File: config.mk
export PLATFORM = sky130hd
export DESIGN_NAME = vu_mult_accum
export DESIGN_NICKNAME = d
export VERILOG_FILES = /design/src/rtl/vu_mult_accum.sv
export SDC_FILE = /design/constraint.sdc
export NUM_CORES = 1
export LEC_CHECK = 0
export CELL_PAD_IN_SITES_DETAIL_PLACEMENT = 0
export CELL_PAD_IN_SITES_GLOBAL_PLACEMENT = 1
export CORE_MARGIN = 4
export CORE_UTILIZATION = 45
export CTS_BUF_LIST = sky130_fd_sc_hd__clkbuf_8
export DETAILED_ROUTE_END_ITERATION = 7
export PLACE_DENSITY = 0.92
export SETUP_SLACK_MARGIN = 0.2
export SYNTH_ARGS = -nofsm -noshare
export SYNTH_HDL_FRONTEND = slang
export SYNTH_SLANG_ARGS = --single-unit
File: constraint.sdc
create_clock -name clk -period 7.8 [get_ports clk]
set_clock_uncertainty 0.1 [all_clocks]
set_input_delay 0.78 -clock clk [delete_from_list [all_inputs] [get_ports clk]]
set_output_delay 0.78 -clock clk [all_outputs]
set_load 0.05 [all_outputs]
File: src/rtl/vu_mult_accum.sv
// Multiplier-array consumer: resolves the redundant sum/carry product over two stages,
// then optionally rounds, accumulates and saturates before writeback.
module vu_mult_accum #(
  parameter int ACC_W   = 48,
  parameter int RND_BIT = 15
) (
  input  logic             clk,
  input  logic             reset_l,
  input  logic             in_valid,
  input  logic             stall,
  input  logic [15:0]      sumupper,
  input  logic [15:0]      carryupper,
  input  logic [15:0]      sumlower,
  input  logic [15:0]      carrylower,
  input  logic             signed_prod,
  input  logic             acc_en,
  input  logic             rnd_en,
  input  logic             acc_clear,
  input  logic             clamp_en,
  output logic             out_valid,
  output logic [15:0]      result_hi,
  output logic [15:0]      result_lo,
  output logic [ACC_W-1:0] acc_out
);

  localparam logic [ACC_W-1:0] RND_K = {{(ACC_W-1){1'b0}}, 1'b1} << RND_BIT;

  // Clamped results only when bits ACC_W-1..31 are not a pure sign extension.
  function automatic logic [31:0] sat32(input logic [ACC_W-1:0] a, input logic en);
    logic in_range;
    in_range = (&a[ACC_W-1:31]) | ~(|a[ACC_W-1:31]);
    if (!en || in_range) begin
      sat32 = a[31:0];
    end else if (a[ACC_W-1]) begin
      sat32 = 32'h8000_0000;
    end else begin
      sat32 = 32'h7FFF_FFFF;
    end
  endfunction

  logic        r_v1, r_clr1, r_sgn1, r_acc_en1, r_rnd1, r_clamp1;
  logic [15:0] r_su1, r_cu1, r_sl1, r_cl1;
  logic        r_v2, r_clr2, r_sgn2, r_acc_en2, r_rnd2, r_clamp2, r_cy2;
  logic [15:0] r_su2, r_cu2, r_lo2;
  logic [ACC_W-1:0] r_acc;
  logic        r_out_valid;
  logic [15:0] r_res_hi, r_res_lo;

  logic [16:0]      w_lo17;
  logic [15:0]      w_hi16;
  logic [31:0]      w_prod;
  logic [ACC_W-1:0] w_ext;
  logic [ACC_W-1:0] w_base;
  logic [ACC_W-1:0] w_acc_new;
  logic [31:0]      w_res;

  // Stage 1: operand and control capture; clear requests travel even without data.
  always_ff @(posedge clk or negedge reset_l) begin
    if (!reset_l) begin
      r_v1      <= 1'b0;
      r_clr1    <= 1'b0;
      r_su1     <= 16'h0000;
      r_cu1     <= 16'h0000;
      r_sl1     <= 16'h0000;
      r_cl1     <= 16'h0000;
      r_sgn1    <= 1'b0;
      r_acc_en1 <= 1'b0;
      r_rnd1    <= 1'b0;
      r_clamp1  <= 1'b0;
    end else if (!stall) begin
      r_v1   <= in_valid;
      r_clr1 <= acc_clear;
      if (in_valid) begin
        r_su1     <= sumupper;
        r_cu1     <= carryupper;
        r_sl1     <= sumlower;
        r_cl1     <= carrylower;
        r_sgn1    <= signed_prod;
        r_acc_en1 <= acc_en;
        r_rnd1    <= rnd_en;
        r_clamp1  <= clamp_en;
      end
    end
  end

  // Lower-half carry-propagate add.
  always_comb begin
    w_lo17 = {1'b0, r_sl1} + {1'b0, r_cl1};
  end

  // Stage 2: lower half resolved, carry handed to the upper half.
  always_ff @(posedge clk or negedge reset_l) begin
    if (!reset_l) begin
      r_v2      <= 1'b0;
      r_clr2    <= 1'b0;
      r_lo2     <= 16'h0000;
      r_cy2     <= 1'b0;
      r_su2     <= 16'h0000;
      r_cu2     <= 16'h0000;
      r_sgn2    <= 1'b0;
      r_acc_en2 <= 1'b0;
      r_rnd2    <= 1'b0;
      r_clamp2  <= 1'b0;
    end else if (!stall) begin
      r_v2   <= r_v1;
      r_clr2 <= r_clr1;
      if (r_v1) begin
        r_lo2     <= w_lo17[15:0];
        r_cy2     <= w_lo17[16];
        r_su2     <= r_su1;
        r_cu2     <= r_cu1;
        r_sgn2    <= r_sgn1;
        r_acc_en2 <= r_acc_en1;
        r_rnd2    <= r_rnd1;
        r_clamp2  <= r_clamp1;
      end
    end
  end

  // Upper resolve, extension, rounding and the next accumulator value.
  always_comb begin
    w_hi16 = r_su2 + r_cu2 + {15'd0, r_cy2};
    w_prod = {w_hi16, r_lo2};
    if (r_sgn2) begin
      w_ext = {{(ACC_W-32){w_prod[31]}}, w_prod};
    end else begin
      w_ext = {{(ACC_W-32){1'b0}}, w_prod};
    end
    if (r_rnd2) begin
      w_ext = w_ext + RND_K;
    end else begin
      w_ext = w_ext;
    end
    if (r_clr2 || !r_acc_en2) begin
      w_base = {ACC_W{1'b0}};
    end else begin
      w_base = r_acc;
    end
    w_acc_new = w_base + w_ext;
    w_res     = sat32(w_acc_new, r_clamp2);
  end

  // Stage 3: accumulator and output registers; results hold between operations.
  always_ff @(posedge clk or negedge reset_l) begin
    if (!reset_l) begin
      r_acc       <= {ACC_W{1'b0}};
      r_out_valid <= 1'b0;
      r_res_hi    <= 16'h0000;
      r_res_lo    <= 16'h0000;
    end else if (!stall) begin
      r_out_valid <= r_v2;
      if (r_v2) begin
        r_acc    <= w_acc_new;
        r_res_hi <= w_res[31:16];
        r_res_lo <= w_res[15:0];
      end else if (r_clr2) begin
        r_acc <= {ACC_W{1'b0}};
      end
    end
  end

  assign out_valid = r_out_valid;
  assign result_hi = r_res_hi;
  assign result_lo = r_res_lo;
  assign acc_out   = r_acc;

endmodule

### Yosys cells after proc, flatten, opt, wreduce, memory -nomap -nowiden

Index checks and enable logic that the tools add are counted.
Widths: inputs -> output; s select.

| cells by class | value |
|---|---|
| add/sub/neg operators | 5 |
| mux-type cells | 7 |
| bitwise logic cells | 3 |
| reduce and logical (&&, ||, !) cells | 11 |

Operator list:

| cell | number |
|---|---|
| $mux 48 | 5 |
| $mux 32 | 2 |
| $add 48x16->48 const B | 1 |
| $add 48x48->48 | 1 |
| $add 16x16->17 | 1 |
| $reduce_and 17->1 | 1 |
| $reduce_or 17->1 | 1 |
| $add 16x1->16 | 1 |
| $add 16x16->16 | 1 |
| $reduce_and 2->1 | 4 |
| $logic_not 1->1 | 2 |
| $logic_or 1x1->1 | 2 |
| $not 1->1 | 2 |
| $reduce_bool 2->1 | 1 |
| $or 1x1->1 | 1 |

| word-level totals | value |
|---|---|
| register bits | 206 |
| bits of input ports | 73 |
| output and inout bits | 81 |
| word-level logic and storage cells | 50 |

### Logic depth before layout (Yosys ltp)

| depth | value |
|---|---|
| word-level depth | 11 |
| mapped depth | 29 |

### Worst setup path before layout

Ideal clock, no wire load.

| timing | value |
|---|---|
| path type | flip-flop to flip-flop |
| start point | reg r_cy2 |
| end point | reg r_res_hi[6] (netlist: result_hi[6]) |
| data arrival time | 6270 ps |
| required time | 7596 ps |
| slack | 1326 ps |
| stages on the path, launching flop included | 29 |
| cell sequence | dfrtp_1 -> fa_1 -> inv_1 -> fa_1 -> nand2b_1 -> a21oi_1 -> o41a_1 -> o22a_1 -> xor2_1 -> or3b_1 -> clkbuf_1 -> nor3_1 -> nand3b_1 -> nor2_1 -> xnor2_1 -> nor2_1 -> ha_1 -> buf_2 -> nand4_1 -> nor4_1 -> nand4_1 -> or3_1 -> a21boi_0 -> o211ai_1 -> nor4_1 -> nand4b_2 -> and2_1 -> buf_6 -> o311ai_1 |

| on the way | value |
|---|---|
| cells in the longest elaborated chain, start to end | 10 |
| elaborated cells on any way between the ends | 12 |
| classes of those cells | add/sub (3); mux (4); bitwise (2); reduce/logical (3) |

RTL lines:

| item | RTL line | text |
|---|---|---|
| start: declaration | 43 | `logic r_v2, r_clr2, r_sgn2, r_acc_en2, r_rnd2, r_clamp2, r_cy2;` |
| start signal: assignment | 109 | `r_cy2 <= w_lo17[16];` |
| $add 16x1->16 (*) | 122 | `w_hi16 = r_su2 + r_cu2 + {15'd0, r_cy2};` |
| $mux 48 (*) | 124 | `if (r_sgn2) begin` |
| $add 48x16->48 | 130 | `w_ext = w_ext + RND_K;` |
| $mux 48 (*) | 129 | `if (r_rnd2) begin` |
| $add 48x48->48 (*) | 139 | `w_acc_new = w_base + w_ext;` |
| $reduce_or 17->1 | 31 | `in_range = (&a[ACC_W-1:31]) \| ~(\|a[ACC_W-1:31]);` |
| $not 1->1 | 31 |  |
| $or 1x1->1 | 31 |  |
| $logic_or 1x1->1 | 32 | `if (!en \|\| in_range) begin` |
| $mux 32 (*) | 32 |  |
| end signal: assignment | 154 | `r_res_hi <= w_res[31:16];` |
| end: declaration | 47 | `logic [15:0] r_res_hi, r_res_lo;` |

Every way passes the cells marked *; elsewhere a longest branch is shown, timed or not.
A chain may end at the register's enable or synchronous reset.

### Final worst setup path

| timing | value |
|---|---|
| start point | reg r_cy2 |
| end point | reg r_res_lo[12] (netlist: result_lo[12]) |

| on the way | value |
|---|---|
| cells in the longest elaborated chain, start to end | 10 |
| elaborated cells on any way between the ends | 12 |
| classes of those cells | add/sub (3); mux (4); bitwise (2); reduce/logical (3) |

RTL lines:

| item | RTL line | text |
|---|---|---|
| $add 16x1->16 (*) | 122 |  |
| $mux 48 (*) | 124 |  |
| $add 48x16->48 | 130 |  |
| $mux 48 (*) | 129 |  |
| $add 48x48->48 (*) | 139 |  |
| $reduce_or 17->1 | 31 |  |
| $not 1->1 | 31 |  |
| $or 1x1->1 | 31 |  |
| $logic_or 1x1->1 | 32 |  |
| $mux 32 (*) | 32 |  |
| end signal: assignment | 155 | `r_res_lo <= w_res[15:0];` |
| end: declaration | 47 |  |

Marks and branches as above.

==> key figures <==
CTS
  – CTS root buffer: clkbuf_8
  – Clock latency on the worst-skew pair: 540 ps
  – CTS clock-pin slew for the worst setup and hold paths: 60 ps
  – Num CTS Buffers: 35
  – Clk sinks: 206
  – Number of H-tree levels: 2
  – CTS tree: built
  – Clk buf depth: 3

Detailed routing
  – Via density per instance: 5.72
  – Drt first-iter violations: 915
  – Vias: 11100
  – DRC Markers: 0
  – Post-DRT Antenna Nets: 0
  – First drt pass iteration count: 5
  – Average wire per standard cell: 18.9 um
  – DRT Wirelength: 36800 um

Layout
  – Share of layout cells above drive strength 1: 0.113
  – Fill count: 2565
  – Layout area overhead: 19.8%
  – Area taken by multi-input logic gates: 7570 um2
  – Final Cell Area: 15600 um2
  – # diodes: 0
  – Nets: 1700
  – Reg area: 5150 um2

Yosys
  – Mux share of post-synthesis cell area: 0.0627
  – Sequential cell area fraction in the yosys report: 0.395
  – EDFF count, synth: 0
  – Synth top area cells: dfrtp_1 (40%), ha_1 (7.5%), nand2_1 (6.9%), mux2_2 (6.0%), a21oi_1 (3.1%)
  – Ys Warns: 0
  – Synth Area in Adders: 0.0809
  – Syn_nets: 1569
  – FF+latch count, synth: 206
  – Largest family of logic cells by synthesized area: compound AO/OA/AOI/OAI gates
  – Post-Synth Simple-Gate Area: 0.185
  – Synth Area in XOR/XNOR: 0.0476
  – Mean Syn Cell Area: 9.23 um2
  – Synth cell types: 85
  – Post-Synthesis Cells: 1414
  – Post-synthesis compound-gate area fraction: 0.197
  – Ys async rst share: 1.00
  – Largest area contributor in the netlist: dfrtp_1
  – Area share of the largest cell type after synthesis: 0.395
  – Post-synth design cell area: 13000 um2
  – Synth Flop Type: dfrtp_1

Critical path
  – WP buf/inv: 3
  – Slowest stage cell, crit path: or3b_1
  – CP max FO: 23
  – WP depth: 28
  – Req. time, crit path: 8060 ps
  – Reg-to-reg slack, setup: 790 ps
  – Arrival time at the worst endpoint: 7270 ps
  – Crit path launch: r_cy2
  – Crit Path Class: flip-flop to flip-flop
  – Reg2reg end: result_lo[12]
  – CP top delay family: compound AO/OA/AOI/OAI gates
  – Slowest Stage Delay on Critical Path: 530 ps
  – Crit. End Element: flip-flop
  – Register-to-Register Path Depth: 28
  – FF-to-FF Start: r_cy2
  – CP Launch Type: flip-flop

Placed design
  – Port buffer count: 153
  – Hpwl dp: 28200 um
  – Area after DPL: 14900 um2
  – RePlAce Congestion: 0.970

Timing
  – Setup TNS: 0 ps
  – Max Slew Vio Count: 0
  – Slew headroom: 0.331
  – Worst-Margin Slew: 1000 ps
  – Tmin final: 7010 ps
  – Final period util: 0.898
  – Final setup viols: 0
  – Max Freq: 0.143 GHz
  – Hold_ws: 150 ps
  – RSZ-0062 raised after global routing: no
  – Final count of hold timing violations: 0

Die
  – Row count: 62
  – Die H: 178 um
  – Total I/O pin count: 154
  – Initial Utilization: 0.456
  – DIE AREA: 31800 um2
  – Core area: 28600 um2
  – Die width: 178 um

Min path
  – Worst min path class: input port to asynchronous set/reset pin

Power
  – Leakage: 7.07 nW
  – VDD IR max: 0.152 mV
  – Power Density: 367 nW/um2

GRT
  – First-pass GRT wire length: 58000 um
  – Pin count of the biggest net entering global routing: 80
  – Initial antenna violation count: 0
  – Vias in the first global route: 10700
  – Overall routing resource usage: 0.228
  – Remaining global-route overflow: 0

Run
  – Max-Cap Viols: 0

Outcome
  – Status: completed
-- timing repair --
action                     4_1_cts  5_1_grt
setup endpoints to repair        0       31
resized for setup                0        9
hold buffers                     0        0
setup buffers                    0        2
-- logic make-up after synthesis --
logic type	after synthesis
adders and majority gates	82
AOI/OAI and AO/OA	380
and+or+nand+nor	501
DFF	206
xor gates and xnor gates	70
buffers and inverters	102
muxes	73
-- worst max path at each step --
stage,to,slack [ps]
floorplan,result_hi[6],1330
global placement,result_lo[0],720
detailed placement,result_lo[1],440
CTS,result_lo[12],400
global route,result_lo[15],240
finish,result_lo[12],790
-- stage by stage --
| step | setup slack, ps | cells | utilization | total power, mW |
|---|---|---|---|---|
| 6_report | 792 | 1949 | 0.546 | 5.74 |
| 5_1_grt | 239 | 1949 | 0.546 | 6.09 |
| 4_1_cts | 405 | 1947 | 0.544 | 5.73 |
| 3_5_place_dp | 436 | 1890 | 0.520 | 4.74 |
| 3_3_place_gp | 720 | 1890 | 0.520 | 4.71 |
| 2_1_floorplan | 1330 | 1414 | - | 3.74 |
-- cells in the final DEF (no fill, tap or decap), drive strengths merged, types with 32 or more instances in the layout --
master | Yosys | routed
nand2 | 241 | 241
mux2 | 70 | 70
inv | 28 | 38
and2 | 56 | 56
dfrtp | 206 | 206
xor2 | 33 | 33
ha | 78 | 78
nor2 | 63 | 63
o21ai | 79 | 79
xnor2 | 37 | 37
clkdlybuf4s50 | 0 | 152
a21o | 32 | 32
clkbuf | 59 | 43
a21oi | 83 | 83
-- routing by layer --
metal | vias to the layer above | part of all wire | routed length, um | GRT usage
li1 | 5365 | - | - | -
met1 | 5351 | 0.46 | 17000 | 0.331
met2 | 367 | 0.45 | 16500 | 0.354
met3 | 59 | 0.064 | 2350 | 0.0360
met4 | 0 | 0.024 | 884 | 0.0624
met5 | - | 0 | 0 | 0
-- worst reg2reg max path, delay by kind of cell (launching register included) --
kind,cells,cell delay (ps)
buffers and inverters,3,440
adders and majority gates,3,1060
and+or+nand+nor,8,2090
xor gates and xnor gates,2,320
AOI/OAI and AO/OA,12,2420
DFF,1,400
-- final cells by class --
type                    instances  area share
multi-input cells            1106       0.484
inverters                      29     0.00697
well taps                     384      0.0307
repair buffers                167       0.105
clock inverters                15     0.00624
flip-flops and latches        206       0.330
clock buffers                  42      0.0370
-- cell usage after synthesis, types with 19 or more instances --
| library cell | n |
|---|---|
| nand2_1 | 241 |
| dfrtp_1 | 206 |
| a21oi_1 | 81 |
| ha_1 | 78 |
| o21ai_0 | 71 |
| mux2_2 | 70 |
| nor2_1 | 62 |
| clkbuf_1 | 58 |
| and2_1 | 56 |
| xnor2_1 | 36 |
| xor2_1 | 33 |
| a21o_1 | 32 |
| a22o_1 | 29 |
| inv_1 | 28 |
| nor3_1 | 25 |
| o31ai_1 | 24 |
| a31oi_1 | 19 |
| nand4_1 | 19 |
-- state kept, by name, indices dropped and copies added, names as in the netlist, 16 cells and up --
name	flops
result_hi	16
r_su1	16
r_sl1	16
r_cu2	16
r_su2	16
r_lo2	16
r_cl1	16
r_cu1	16
result_lo	16
acc_out	48
-- power breakdown --
group          internal (mW)  switching, mW  leakage, nW
clock                  0.519          0.441        0.377
sequential              1.37          0.245         2.54
combinational           1.11           2.05         4.15
No activity file was read; power rests on OpenSTA's default activity.
